File: src/rtl/menu_selector.sv
// Menu selection controller: debounces up/down/confirm buttons, tracks the highlighted
// entry, refreshes the one-hot sprite highlight only at frame start, and locks after a confirm.
module menu_selector #(
    parameter int NUM_BUTTONS     = 3,
    parameter int DEBOUNCE_CYCLES = 742500,
    parameter int DEFAULT_INDEX   = 0,
    parameter int WRAP            = 1
) (
    input  logic                           clk_in,
    input  logic                           rst_n_in,
    input  logic                           btn_up_in,
    input  logic                           btn_down_in,
    input  logic                           btn_confirm_in,
    input  logic                           new_frame_in,
    input  logic                           unlock_in,
    output logic [NUM_BUTTONS-1:0]         selected_out,
    output logic [$clog2(NUM_BUTTONS)-1:0] index_out,
    output logic                           confirm_valid_out,
    output logic [$clog2(NUM_BUTTONS)-1:0] confirm_index_out,
    output logic                           locked_out
);

    localparam int IDX_W = $clog2(NUM_BUTTONS);
    localparam int CNT_W = $clog2(DEBOUNCE_CYCLES);
    localparam logic [IDX_W-1:0]       LAST_IDX       = IDX_W'(NUM_BUTTONS - 1);
    localparam logic [IDX_W-1:0]       DEFAULT_IDX    = IDX_W'(DEFAULT_INDEX);
    localparam logic [NUM_BUTTONS-1:0] DEFAULT_ONEHOT = NUM_BUTTONS'(1) << DEFAULT_INDEX;
    localparam logic [CNT_W-1:0]       CNT_LAST       = CNT_W'(DEBOUNCE_CYCLES - 1);

    typedef enum logic {ACTIVE, LOCKED} state_t;

    // Button order: 0 = up, 1 = down, 2 = confirm
    logic [2:0] raw;
    logic [2:0] press;

    assign raw = {btn_confirm_in, btn_down_in, btn_up_in};

    genvar gi;
    generate
        for (gi = 0; gi < 3; gi++) begin : g_btn
            logic             sync1_reg;
            logic             sync2_reg;
            logic             stable_reg;
            logic             stable_d_reg;
            logic [CNT_W-1:0] cnt_reg;

            always_ff @(posedge clk_in or negedge rst_n_in) begin
                if (!rst_n_in) begin
                    sync1_reg    <= 1'b0;
                    sync2_reg    <= 1'b0;
                    stable_reg   <= 1'b0;
                    stable_d_reg <= 1'b0;
                    cnt_reg      <= '0;
                end else begin
                    sync1_reg    <= raw[gi];
                    sync2_reg    <= sync1_reg;
                    stable_d_reg <= stable_reg;
                    // Any sample agreeing with the stable level restarts the count
                    if (sync2_reg == stable_reg) begin
                        cnt_reg <= '0;
                    end else if (cnt_reg == CNT_LAST) begin
                        stable_reg <= ~stable_reg;
                        cnt_reg    <= '0;
                    end else begin
                        cnt_reg <= cnt_reg + CNT_W'(1);
                    end
                end
            end

            assign press[gi] = stable_reg & ~stable_d_reg;
        end
    endgenerate

    logic                   up_press;
    logic                   down_press;
    logic                   confirm_press;

    assign up_press      = press[0];
    assign down_press    = press[1];
    assign confirm_press = press[2];

    state_t                 state_reg, state_next;
    logic [IDX_W-1:0]       index_reg, index_next;
    logic                   conf_valid_reg, conf_valid_next;
    logic [IDX_W-1:0]       conf_index_reg, conf_index_next;
    logic [NUM_BUTTONS-1:0] selected_reg, selected_next;
    logic [IDX_W-1:0]       idx_dec;
    logic [IDX_W-1:0]       idx_inc;
    logic [NUM_BUTTONS-1:0] index_onehot;

    generate
        for (gi = 0; gi < NUM_BUTTONS; gi++) begin : g_onehot
            assign index_onehot[gi] = (index_reg == IDX_W'(gi));
        end
    endgenerate

    // End handling by explicit compare so non-power-of-two counts stay in range
    always_comb begin
        idx_dec = index_reg - IDX_W'(1);
        idx_inc = index_reg + IDX_W'(1);
        if (index_reg == '0) begin
            idx_dec = (WRAP != 0) ? LAST_IDX : '0;
        end
        if (index_reg == LAST_IDX) begin
            idx_inc = (WRAP != 0) ? '0 : LAST_IDX;
        end
    end

    always_comb begin
        state_next      = state_reg;
        index_next      = index_reg;
        conf_valid_next = 1'b0;
        conf_index_next = conf_index_reg;
        selected_next   = new_frame_in ? index_onehot : selected_reg;
        case (state_reg)
            ACTIVE: begin
                if (confirm_press) begin
                    conf_valid_next = 1'b1;
                    conf_index_next = index_reg;
                    state_next      = LOCKED;
                end else if (up_press && !down_press) begin
                    index_next = idx_dec;
                end else if (down_press && !up_press) begin
                    index_next = idx_inc;
                end
            end
            LOCKED: begin
                if (unlock_in) begin
                    state_next = ACTIVE;
                end
            end
            default: state_next = ACTIVE;
        endcase
    end

    always_ff @(posedge clk_in or negedge rst_n_in) begin
        if (!rst_n_in) begin
            state_reg      <= ACTIVE;
            index_reg      <= DEFAULT_IDX;
            conf_valid_reg <= 1'b0;
            conf_index_reg <= '0;
            selected_reg   <= DEFAULT_ONEHOT;
        end else begin
            state_reg      <= state_next;
            index_reg      <= index_next;
            conf_valid_reg <= conf_valid_next;
            conf_index_reg <= conf_index_next;
            selected_reg   <= selected_next;
        end
    end

    assign selected_out      = selected_reg;
    assign index_out         = index_reg;
    assign confirm_valid_out = conf_valid_reg;
    assign confirm_index_out = conf_index_reg;
    assign locked_out        = (state_reg == LOCKED);

endmodule

File: config.mk
export PLATFORM = sky130hd
export DESIGN_NAME = menu_selector
export DESIGN_NICKNAME = d
export VERILOG_FILES = /design/src/rtl/menu_selector.sv
export SDC_FILE = /design/constraint.sdc
export NUM_CORES = 1
export LEC_CHECK = 0
export CAP_MARGIN = 20
export CORE_MARGIN = 2
export CORE_UTILIZATION = 60
export CTS_CLUSTER_SIZE = 10
export DETAILED_ROUTE_END_ITERATION = 8
export DONT_BUFFER_PORTS = 1
export PLACE_DENSITY = 0.76
export SYNTH_ARGS = -nofsm -noshare
export SYNTH_HDL_FRONTEND = slang
export SYNTH_SLANG_ARGS = --single-unit
File: constraint.sdc
create_clock -name clk_in -period 2.2 [get_ports clk_in]
set_input_delay 0.22 -clock clk_in [delete_from_list [all_inputs] [get_ports clk_in]]
set_output_delay 0.22 -clock clk_in [all_outputs]
set_load 0.02 [all_outputs]
Yosys cells after proc, flatten, opt, wreduce, memory -nomap -nowiden
Index checks and enable logic that the tools add are counted.
- add/subtract/negate cells: 5
- equal/unequal tests: 8
- bitwise logic cells: 14
- muxes and demuxes: 14
- reduce and logical (&&, ||, !) cells: 11
- operators with widths (operator ; number):
    20-bit 2-to-1 mux ; 6
    20-bit by 1-bit adder with 20-bit output (second input constant) ; 3
    20-bit equality test (second input constant) ; 3
    1-bit NOT ; 11
    2-bit 2-to-1 mux ; 4
    2-bit AND reduction ; 4
    1-bit AND ; 3
    1-bit equality test ; 3
    1-bit 2-to-1 mux ; 3
    3-bit AND reduction ; 1
    2-bit by 1-bit adder with 2-bit output (second input constant) ; 1
    2-bit by 1-bit equality test with 1-bit output (second input constant) ; 1
    2-bit equality test (second input constant) ; 1
    1-bit logical AND ; 2
    1-bit logical NOT ; 2
    2-bit logical NOT ; 1
    1-bit case mux with 2 select lines ; 1
    2-bit nonzero test ; 1
    2-bit by 1-bit subtractor with 2-bit output (second input constant) ; 1
- bits in registers: 81
- input port bits: 7
- logic and storage cells: 72
- output and inout bits: 9

Logic depth before layout (Yosys ltp)
- depth after elaboration: 6
- depth in mapped cells: 6
- gate-level depth less buffers: 6

Least setup slack after synthesis
OpenSTA, ideal clock, no wires.
- path type: flip-flop to flip-flop
- from: register g_btn[2].cnt_reg[0]
- to: register g_btn[2].cnt_reg[18]
- cell stages (with the launch flop): 7
- setup slack: 0.274 ns
- period minus slack after synthesis: 1.926 ns
- arrival: 1.848 ns
- required time: 2.123 ns
- setup time: 0.077 ns
- cell sequence: dfrtp_1 > ha_1 > nand2_1 > or4_1 > clkbuf_2 > or4_1 > a21oi_1
- word-level cells in the longest chain between the ends: 3
- RTL lines (what ; RTL line ; RTL):
    start, declared ; 45 ; logic [CNT_W-1:0] cnt_reg;
    start signal, assigned ; 65 ; cnt_reg <= cnt_reg + CNT_W'(1);
    20-bit by 1-bit adder with 20-bit output / 20-bit equality test (equally long branches) ; 65, 61 ;
    20-bit 2-to-1 mux * ; 61 ; end else if (cnt_reg == CNT_LAST) begin
    20-bit 2-to-1 mux * ; 59 ; if (sync2_reg == stable_reg) begin
Mark *: on every way between the ends. The rest lies on a longest branch, timed or not.
A chain may end at the register's enable or synchronous reset.

Worst setup path in the final report
Ends and elaborated chain as after synthesis.

==> impl_metrics.env <==
export IMPL_cp_num_buf_inv=0
export IMPL_grt_pass1_vias=2767
export IMPL_cap_violations=0
export IMPL_clkTransAtPathRegs_ps=80
export IMPL_hpwlAfterDp_um=4440
export IMPL_grt_max_degree=82
export IMPL_critPathTopFamily="simple AND/OR/NAND/NOR gates"
export IMPL_yosysWarnings=0
export IMPL_worst_ir_drop_vdd_uv=756
export IMPL_synth_top_area_share_pct=52.2
export IMPL_p_leak_nw=1.74
export IMPL_fin_crit_sh_pct=92.9
export IMPL_synthCells=378
export IMPL_cts_sink_count=81
export IMPL_cts_root_buf="clkbuf_8"
export IMPL_first_pass_iters=4
export IMPL_fillCellCount=497
export IMPL_path_depth=5
export IMPL_clk_latency_ps=350
export IMPL_cts_tree="built"
export IMPL_cts_max_level=3
export IMPL_synthesis_nets=395
export IMPL_outcome="completed"
export IMPL_fp_dieH_um=84.0
export IMPL_yosysSeqAreaShare_pct=52.8
export IMPL_required_ps=2470
export IMPL_synth_ff_type="dfrtp_1"
export IMPL_placed_area_mm2=0.00393
export IMPL_crit_arrival_ps=2320
export IMPL_synth_edf_count=0
export IMPL_min_period_ps=2040
export IMPL_io_pins=16
export IMPL_hold_violations=0
export IMPL_overflow=0
export IMPL_postRouteAntennaNets=0
export IMPL_netlist_area_mm2=0.00384
export IMPL_cp_start_kind="flop"
export IMPL_cp_slowest_stage_delay_ps=590
export IMPL_hold_path_class="input port to flop"
export IMPL_design_area_mm2=0.00422
export IMPL_grt_usage_pct=20.7
export IMPL_fin_skew_ps=10.6
export IMPL_endpoint="g_btn[2].cnt_reg[18]$_DFF_PN0_"
export IMPL_power_total_w=0.00283
export IMPL_synth_common_cells="dfrtp_1, nor2_1, xnor2_1, a21oi_1, nand3_1"
export IMPL_drt_total_wl_um=6520
export IMPL_cp_slowest_cell="or4_1"
export IMPL_cts_path_max_buffers=2
export IMPL_largest_reg_flops=60
export IMPL_yosysTopAreaCell="dfrtp_1"
export IMPL_syn_to_final_growth_pct=10.0
export IMPL_place_gp_congestion=0.859
export IMPL_drc=0
export IMPL_die_w_um=84.0
export IMPL_vias=2739
export IMPL_max_slew_margin_pct=68.4
export IMPL_num_antenna_cells=0
export IMPL_hold_slack_ps=26.1
export IMPL_setup_worst_path_end_class="flop"
export IMPL_finalNetCount=404
export IMPL_tightest_slew_ps=470
export IMPL_grt_pass1_wl_um=11800
export IMPL_yosys_cell_types_count=37
export IMPL_synth_most_common_cell="dfrtp_1"
export IMPL_r2r_start="g_btn[2].cnt_reg[0]$_DFF_PN0_"
export IMPL_setup_viol=0
export IMPL_drv_slew=0
export IMPL_async_flop_share_pct=100
export IMPL_cts_buffers=9
export IMPL_num_rows=29
export IMPL_finalSetupTns_ps=0
export IMPL_cp_max_fo=7
export IMPL_fmax_ghz=0.489
export IMPL_rsz0062_at_grt="false"
export IMPL_vias_per_cell=5.84
export IMPL_core_area_mm2=0.00628
export IMPL_synth_area_leaders="dfrtp_1, xnor2_1, nor2_1"
export IMPL_start_util_pct=61.2
export IMPL_rrSetupSlack_ps=160
export IMPL_ys_seq_elements=81
export IMPL_rr_endpoint="g_btn[2].cnt_reg[18]$_DFF_PN0_"
export IMPL_wire_per_inst_um=13.9
export IMPL_antenna_found_initial=0
export IMPL_dieArea_mm2=0.00705
export IMPL_drive_gt1_share_pct=10.5
export IMPL_avgSynthCellArea_um2=10.2
export IMPL_crit_top_cell="or4_1"
export IMPL_post_cts_buffers=0
export IMPL_crit_start="g_btn[2].cnt_reg[0]$_DFF_PN0_"
export IMPL_io_buffers=0
export IMPL_path_class="flop to flop"
export IMPL_reg2regPathDepth=5
export IMPL_p_per_area_mw_per_mm2=671
export IMPL_crit_chain="ha_1, nand2_1, or4_1, or4_1, a21oi_1"
export IMPL_dr_first_iter_drc_count=116
==> logic make-up (layout without fill, tap and decap cells) <==
logic type                 Yosys count  after routing  share of synthesized area (%)
muxes                               10             10                           2.87
and+or+nand+nor                    164            164                           22.8
xor gates and xnor gates            37             37                           8.44
DFF                                 81             81                           52.8
adders and majority gates           10             10                           3.26
AOI/OAI and AO/OA                   47             47                           6.75
buffers and inverters               29             43                           3.03
==> final cells by class <==
type,instances,area (um2),share of cell area (%)
Sequential cell,81,2030,48.0
Multi-Input combinational cell,268,1700,40.2
Clock buffer,10,138,3.26
Timing Repair Buffer,11,113,2.67
Tap cell,77,96.3,2.28
Clock inverter,6,90.1,2.13
Inverter,16,60.1,1.42
==> per-layer routing <==
layer | wire, um | up-vias | GRT usage, %
met5 | 0 | - | 0
met4 | 98 | 0 | 7.33
met3 | 270 | 11 | 5.93
met2 | 3180 | 54 | 35.0
met1 | 2970 | 1327 | 25.3
li1 | - | 1347 | -
==> worst reg2reg max path, delay by kind of cell, from the launching register on <==
kind,cells,cell delay [ps]
simple gates,3,1180
flops,1,390
fa+ha+maj,1,250
compound gates,1,150
==> cells in the final DEF, fill, tap and decap left out, types with 2 or more instances in the layout <==
cell type / netlist / layout
nor4_1: 7 / 7
mux2i_1: 2 / 2
xnor2_1: 22 / 22
nor2_1: 50 / 50
nand2b_1: 2 / 2
o21ai_0: 18 / 16
nand4_1: 15 / 15
xor2_1: 15 / 15
ha_1: 10 / 10
or3_1: 14 / 14
or3_2: 2 / 2
buf_4: 0 / 6
nor3_1: 9 / 9
inv_1: 16 / 16
a21oi_1: 20 / 20
or4_1: 11 / 11
clkbuf_8: 0 / 10
nand2_1: 17 / 17
mux2_2: 8 / 8
bufinv_16: 0 / 2
o21ai_1: 0 / 2
and3_1: 5 / 5
dfrtp_1: 80 / 80
nand3_1: 20 / 20
o31ai_1: 7 / 6
nor4b_1: 3 / 3
dlygate4sd3_1: 0 / 4
==> power breakdown <==
group	total (W)	switching [W]	internal, W
Sequential	0.00153	0.0000202	0.00151
Clock	0.00121	0.000538	0.000674
Combinational	0.0000941	0.0000617	0.0000324
==> metrics by stage <==
| stage | util (%) | cells | worst slack [ps] |
|---|---|---|---|
| finish | 67.3 | 469 | 156 |
| global route | 67.3 | 469 | 10.0 |
| CTS | 67.3 | 469 | 137 |
| detailed placement | 62.6 | 448 | 168 |
| global placement | 62.6 | 448 | 213 |
| floorplan | - | 378 | 274 |
==> worst min-delay path by stage <==
stage                      start                                to  slack, ps  cells past startpoint
floorplan               rst_n_in  confirm_index_out[0]$_DFFE_PN0P_        -80                      0
global placement        rst_n_in    g_btn[0].cnt_reg[13]$_DFF_PN0_        -70                      0
detailed placement      rst_n_in    g_btn[0].cnt_reg[13]$_DFF_PN0_        -70                      0
CTS                 new_frame_in       selected_out[0]$_DFFE_PN1P_          8                      1
global route        new_frame_in       selected_out[1]$_DFFE_PN0P_          7                      1
finish              new_frame_in       selected_out[2]$_DFFE_PN0P_         30                      1
==> timing repair <==
item | 4_1_cts | 5_1_grt
resized for setup | 0 | 0
endpoints found under the hold margin | 84 | 0
hold buffers | 5 | 0
No activity file was read; power rests on OpenSTA's default activity.
